**config.mk**
```make
export PLATFORM = sky130hd
export DESIGN_NAME = contador_de_programa_flat
export DESIGN_NICKNAME = d
export VERILOG_FILES = /design/src/rtl/contador_de_programa_if.sv /design/src/rtl/contador_de_programa.sv /design/src/flat_wrapper.sv
export SDC_FILE = /design/constraint.sdc
export NUM_CORES = 1
export LEC_CHECK = 0
export CORE_ASPECT_RATIO = 0.7
export CORE_UTILIZATION = 30
export DETAILED_ROUTE_END_ITERATION = 16
export PLACE_DENSITY_LB_ADDON = 0.1
export SLEW_MARGIN = 20
export SYNTH_ARGS = -nofsm -noshare
export SYNTH_HDL_FRONTEND = slang
export SYNTH_SLANG_ARGS = --single-unit
```
**constraint.sdc**
```tcl
create_clock -name clock -period 4.72 [get_ports clock]
set_clock_uncertainty 0.2 [all_clocks]
set_input_delay 1.18 -clock clock [delete_from_list [all_inputs] [get_ports clock]]
set_output_delay 1.18 -clock clock [all_outputs]
set_load 0.02 [all_outputs]
```
**src/rtl/contador_de_programa_if.sv**
```systemverilog
// Control-unit to PC-stage bundle: next-PC controls in, fetch address and
// sequencing status out.
interface contador_de_programa_if #(
   parameter int PC_WIDTH   = 10,
   parameter int DATA_WIDTH = 32,
   parameter int CNT_WIDTH  = 32
);
   logic                  pcReset;
   logic                  interrupt;
   logic                  isHalt;
   logic                  isInsert;
   logic [1:0]            pcSource;
   logic [PC_WIDTH-1:0]   jumpAddr;
   logic [DATA_WIDTH-1:0] regAddr;
   logic [PC_WIDTH-1:0]   pc;
   logic [PC_WIDTH-1:0]   pcPlusOne;
   logic [1:0]            state;
   logic                  resumePulse;
   logic                  addrError;
   logic [CNT_WIDTH-1:0]  instrCount;

   modport master (
      output pcReset, interrupt, isHalt, isInsert, pcSource, jumpAddr, regAddr,
      input  pc, pcPlusOne, state, resumePulse, addrError, instrCount
   );

   modport slave (
      input  pcReset, interrupt, isHalt, isInsert, pcSource, jumpAddr, regAddr,
      output pc, pcPlusOne, state, resumePulse, addrError, instrCount
   );
endinterface

```
**src/rtl/contador_de_programa.sv**
```systemverilog
// Program counter with RUN/HALT/WAIT_IN fetch sequencing, jal link value
// and retired-instruction counter.
//
// state   | meaning
// RUN     | fetching; each cycle with interrupt=0 retires one instruction
// HALT    | HALT executed; frozen until reset or pcReset
// WAIT_IN | IN executed; waiting for the input key (interrupt drops)
module contador_de_programa #(
   parameter int          PC_WIDTH   = 10,
   parameter int          DATA_WIDTH = 32,
   parameter int unsigned BOOT_ADDR  = 0,
   parameter int          CNT_WIDTH  = 32
) (
   input logic clock,
   input logic reset,
   contador_de_programa_if.slave bus
);
   typedef enum logic [1:0] {
      RUN     = 2'b00,
      HALT    = 2'b01,
      WAIT_IN = 2'b10
   } state_t;

   localparam logic [PC_WIDTH-1:0] BOOT_PC = PC_WIDTH'(BOOT_ADDR);

   state_t                state_q, state_nxt;
   logic [PC_WIDTH-1:0]   pc_q, pc_nxt, next_pc;
   logic [CNT_WIDTH-1:0]  cnt_q, cnt_nxt;
   logic                  err_q, err_nxt;
   logic                  pulse_q, pulse_nxt;
   logic                  jr_err;

   always_comb begin
      next_pc = pc_q + PC_WIDTH'(1);
      case (bus.pcSource)
         2'b01:   next_pc = bus.jumpAddr;
         2'b10:   next_pc = bus.regAddr[PC_WIDTH-1:0];
         2'b11:   next_pc = bus.jumpAddr;
         default: next_pc = pc_q + PC_WIDTH'(1);
      endcase
   end

   // jr targets beyond the instruction memory are truncated but flagged
   assign jr_err = (bus.pcSource == 2'b10) && (|bus.regAddr[DATA_WIDTH-1:PC_WIDTH]);

   always_comb begin
      state_nxt = state_q;
      pc_nxt    = pc_q;
      cnt_nxt   = cnt_q;
      err_nxt   = err_q;
      pulse_nxt = 1'b0;
      if (bus.pcReset) begin
         state_nxt = RUN;
         pc_nxt    = BOOT_PC;
         cnt_nxt   = '0;
         err_nxt   = 1'b0;
      end else begin
         case (state_q)
            RUN: begin
               if (!bus.interrupt) begin
                  pc_nxt  = next_pc;
                  cnt_nxt = cnt_q + CNT_WIDTH'(1);
                  err_nxt = err_q | jr_err;
               end else if (bus.isHalt) begin
                  state_nxt = HALT;
               end else if (bus.isInsert) begin
                  state_nxt = WAIT_IN;
               end
            end
            HALT: state_nxt = HALT;
            WAIT_IN: begin
               if (!bus.interrupt) begin
                  pc_nxt    = next_pc;
                  cnt_nxt   = cnt_q + CNT_WIDTH'(1);
                  err_nxt   = err_q | jr_err;
                  state_nxt = RUN;
                  pulse_nxt = 1'b1;
               end
            end
            default: state_nxt = RUN;
         endcase
      end
   end

   always_ff @(posedge clock) begin
      if (reset) begin
         state_q <= RUN;
         pc_q    <= BOOT_PC;
         cnt_q   <= '0;
         err_q   <= 1'b0;
         pulse_q <= 1'b0;
      end else begin
         state_q <= state_nxt;
         pc_q    <= pc_nxt;
         cnt_q   <= cnt_nxt;
         err_q   <= err_nxt;
         pulse_q <= pulse_nxt;
      end
   end

   assign bus.pc          = pc_q;
   assign bus.pcPlusOne   = pc_q + PC_WIDTH'(1);
   assign bus.state       = state_q;
   assign bus.resumePulse = pulse_q;
   assign bus.addrError   = err_q;
   assign bus.instrCount  = cnt_q;
endmodule
```
**src/flat_wrapper.sv**
```systemverilog
// flat-port wrapper written by rule: the top's interface ports become plain ports
module contador_de_programa_flat 
#(
   parameter int          PC_WIDTH   = 10,
   parameter int          DATA_WIDTH = 32,
   parameter int unsigned BOOT_ADDR  = 0,
   parameter int          CNT_WIDTH  = 32
)
  (clock, reset, bus_pcReset, bus_interrupt, bus_isHalt, bus_isInsert, bus_pcSource, bus_jumpAddr, bus_regAddr, bus_pc, bus_pcPlusOne, bus_state, bus_resumePulse, bus_addrError, bus_instrCount);
  contador_de_programa_if #(.PC_WIDTH(PC_WIDTH), .DATA_WIDTH(DATA_WIDTH), .CNT_WIDTH(CNT_WIDTH)) bus_i ();
  input logic clock;
  input logic reset;
  input wire logic [$bits(bus_i.pcReset)-1:0] bus_pcReset;
  input wire logic [$bits(bus_i.interrupt)-1:0] bus_interrupt;
  input wire logic [$bits(bus_i.isHalt)-1:0] bus_isHalt;
  input wire logic [$bits(bus_i.isInsert)-1:0] bus_isInsert;
  input wire logic [$bits(bus_i.pcSource)-1:0] bus_pcSource;
  input wire logic [$bits(bus_i.jumpAddr)-1:0] bus_jumpAddr;
  input wire logic [$bits(bus_i.regAddr)-1:0] bus_regAddr;
  output wire logic [$bits(bus_i.pc)-1:0] bus_pc;
  output wire logic [$bits(bus_i.pcPlusOne)-1:0] bus_pcPlusOne;
  output wire logic [$bits(bus_i.state)-1:0] bus_state;
  output wire logic [$bits(bus_i.resumePulse)-1:0] bus_resumePulse;
  output wire logic [$bits(bus_i.addrError)-1:0] bus_addrError;
  output wire logic [$bits(bus_i.instrCount)-1:0] bus_instrCount;
  assign bus_i.pcReset = bus_pcReset;
  assign bus_i.interrupt = bus_interrupt;
  assign bus_i.isHalt = bus_isHalt;
  assign bus_i.isInsert = bus_isInsert;
  assign bus_i.pcSource = bus_pcSource;
  assign bus_i.jumpAddr = bus_jumpAddr;
  assign bus_i.regAddr = bus_regAddr;
  assign bus_pc = bus_i.pc;
  assign bus_pcPlusOne = bus_i.pcPlusOne;
  assign bus_state = bus_i.state;
  assign bus_resumePulse = bus_i.resumePulse;
  assign bus_addrError = bus_i.addrError;
  assign bus_instrCount = bus_i.instrCount;
  contador_de_programa #(.PC_WIDTH(PC_WIDTH), .DATA_WIDTH(DATA_WIDTH), .BOOT_ADDR(BOOT_ADDR), .CNT_WIDTH(CNT_WIDTH)) u_core (.clock(clock), .reset(reset), .bus(bus_i));
endmodule
```
==> key figures <==
Clock tree
  • # hold bufs at CTS: 0
  • Setup bufs post-CTS: 0
  • CTS tree: done
  • Sink Count: 46
  • CTS H-tree depth: 2
  • Latest clock arrival within the worst-skew pair: roughly 0.28 ns
  • Total CTS buffers: 5
  • Clock slew at reported path FFs: roughly 0.060 ns
  • Post-cts repair resize count: 0
  • Max clock buf depth: 2
  • Clk root buf: clkbuf_16

Critical path
  • Data required time of the worst path: between 3 and 4 ns
  • Crit. End Element: output port
  • Worst R2R Start: u_core.bus.instrCount[3]
  • Max FO, Critical Path: 8
  • Crit path launch type: flop
  • Critical Path Start: u_core.bus.pc[0]
  • Crit path DAT: 2.16 ns
  • Reg2Reg Depth: 4
  • Worst Path Class, Setup: flop to output port

Floorplanning
  • # IOs: between 100 and 150
  • Full die area: 0.00896 mm2
  • Die Ht: ~80 um
  • Core area: between 0.008 and 0.009 mm2
  • Row count: 27
  • Starting Density: about a third
  • Die X: around 110 um

Drt
  • Initial drt markers: 144
  • DR DRC count: 0
  • Final ANT Viol Nets: 0
  • Post-DR vias/cell: 5.44
  • WL/cell: roughly 15 um
  • DRT Wirelength: between 7 and 8 mm
  • First-pass detailed-route iteration total: 4
  • Vias: between 2000 and 3000

Power and ir drop
  • Leakage Power: between 0.001 and 0.0015 uW
  • Final Power: between 800 and 900 uW
  • PD cells: approximately 230 mW/mm2
  • VDD IR max: approximately 0.00011 V

Global route
  • Number of global-route vias before repair: 2581
  • Initial antenna violation count: 0
  • Total track usage: around 17%
  • Largest net degree at the start of global routing: 33
  • First-pass GRT wire length: 12.6 mm
  • Total gr overflow: 0

STA
  • Final setup fails: 0
  • Unrepaired setup endpoints after global routing: false
  • Fin crit period: 3.54 ns
  • Setup TNS: 0 ns
  • Final hold vios: 0
  • Slew Viols, Final: 0
  • WHS: roughly 0.26 ns
  • Fmax achieved: around 280 MHz
  • Period utilization: 75.1%
  • Slew of the pin with the lowest slew margin: 0.975 ns
  • Worst slew margin: roughly a third

Logic synthesis
  • Synthesized instance count: slightly above 300
  • Post-synthesis compound-gate area fraction: approximately a fifth
  • Synth Area in Simple Gates: 30.1%
  • Yosys warns: 0
  • Top FF cell, synth: dfxtp_1
  • Synthesized area: between 0.002 and 0.003 mm2
  • Syn_nets: 363
  • Post-synth EDFFs: 0
  • Asr flop ratio synth: 0%
  • Yosys reg bits: 46
  • Synth unique cells: 52
  • Post-Synth Adder-Cell Area: less than 1%
  • Post-synthesis xor/xnor area fraction: roughly 5.4%
  • Mux contribution to synthesized area: roughly 2.3%
  • Main combinational cell family by area after synthesis: simple AND/OR/NAND/NOR gates
  • Seq/Total Area, Yosys: a little over a third
  • Mean Syn Cell Area: between 8 and 9 um2

Place
  • DP Area: 0.00366 mm2
  • Buffers on Ports: ~110
  • Placer Congestion: between 0.7 and 0.8
  • HPWL Detailed: between 5 and 6 mm

Min path
  • Worst hold path class: flop to flop
  • Hold Startpoint: u_core.bus.addrError
  • WHS Path Cells: 2

Finish
  • N_diodes: 0
  • Layout Nets: between 400 and 500
  • Filler cells: about 800
  • Area growth syn-to-layout: 48.2%
  • Commonest non-fill, non-tap cells in the layout: clkdlybuf4s50_1, dfxtp_1, a21oi_1, nand2_1, o21ai_0
  • Commonest non-fill, non-tap cell in the layout: clkdlybuf4s50_1
  • Final instance area: between 0.003 and 0.004 mm2
  • Layout cells sized above 1: under 10%

Run
  • Number of max-cap violations: 0

Outcome
  • Status: complete, no violations
## worst max-delay path: stages, from the launching register on
cell,delay [ns]
dfxtp_1,0.46
ha_1,0.32
nand3_1,0.15
nor2_1,0.17
xor2_1,0.15
clkdlybuf4s50_1,0.63
## through the flow
step           instances  utilization (%)  setup slack, ns
6_report             507             47.2             1.18
5_1_grt              507             47.2             1.03
4_1_cts              507             47.2             1.16
2_1_floorplan        311                -             1.84
3_3_place_gp         499             45.4             1.36
3_5_place_dp         499             45.4             1.28
## metal layers
| layer | vias to the layer above | GRT usage, % | part of all wire [%] |
|---|---|---|---|
| met4 | 0 | 3.20 | 0.33 |
| li1 | 1377 | - | - |
| met2 | 84 | 27.1 | 43 |
| met5 | - | 0 | 0 |
| met3 | 2 | 5.24 | 7.2 |
| met1 | 1293 | 23.6 | 49 |
## power by group
group          total, uW  internal, uW  switching, uW
logic                114          65.2           48.3
clock network        359           210            149
registers            400           392           7.32
total                872           667            205
## layout make-up
| cell class | instances | area, um2 | share of cell area (%) |
|---|---|---|---|
| multi-input combinational | 238 | 1520 | 39.9 |
| timing repair buffer | 107 | 1070 | 27.9 |
| sequential | 46 | 921 | 24.1 |
| clock buffer | 6 | 139 | 3.64 |
| tap | 101 | 126 | 3.31 |
| inverter | 7 | 26.3 | 0.689 |
| clock inverter | 2 | 12.5 | 0.328 |
## logic make-up (layout without fill, tap and decap cells)
family,after synthesis,after routing
compound gates,82,82
flops,46,46
buf+inv,27,122
xor+xnor,16,16
fa+ha+maj,2,2
mux,6,6
simple gates,132,132
## cell usage after synthesis (all sizes together) (11+ instances only)
master  instances  share of area, %
or3            15               3.7
a21oi          30               5.8
nand3          11               2.1
clkbuf         15               2.2
nand4          17               4.7
nor2           16               2.3
dfxtp          46                36
nand2          26               3.8
nor4           11               2.7
o21ai          19               3.7
## flip-flops by register name, indices dropped and copies added, names as in the netlist
name	cells
u_core.bus.addrError	1
u_core.bus.instrCount	32
u_core.bus.pc	10
u_core.bus.resumePulse	1
u_core.bus.state	2
## final timing paths
check | slack (ns) | end
setup / recovery | 1.18 | bus_pcPlusOne[8]
hold / removal | 0.26 | u_core.bus.addrError
setup reg to reg | 2.50 | u_core.bus.instrCount[29]
hold reg to reg | 0.26 | u_core.bus.addrError
Note: power is estimated with default switching activity, not from simulation.
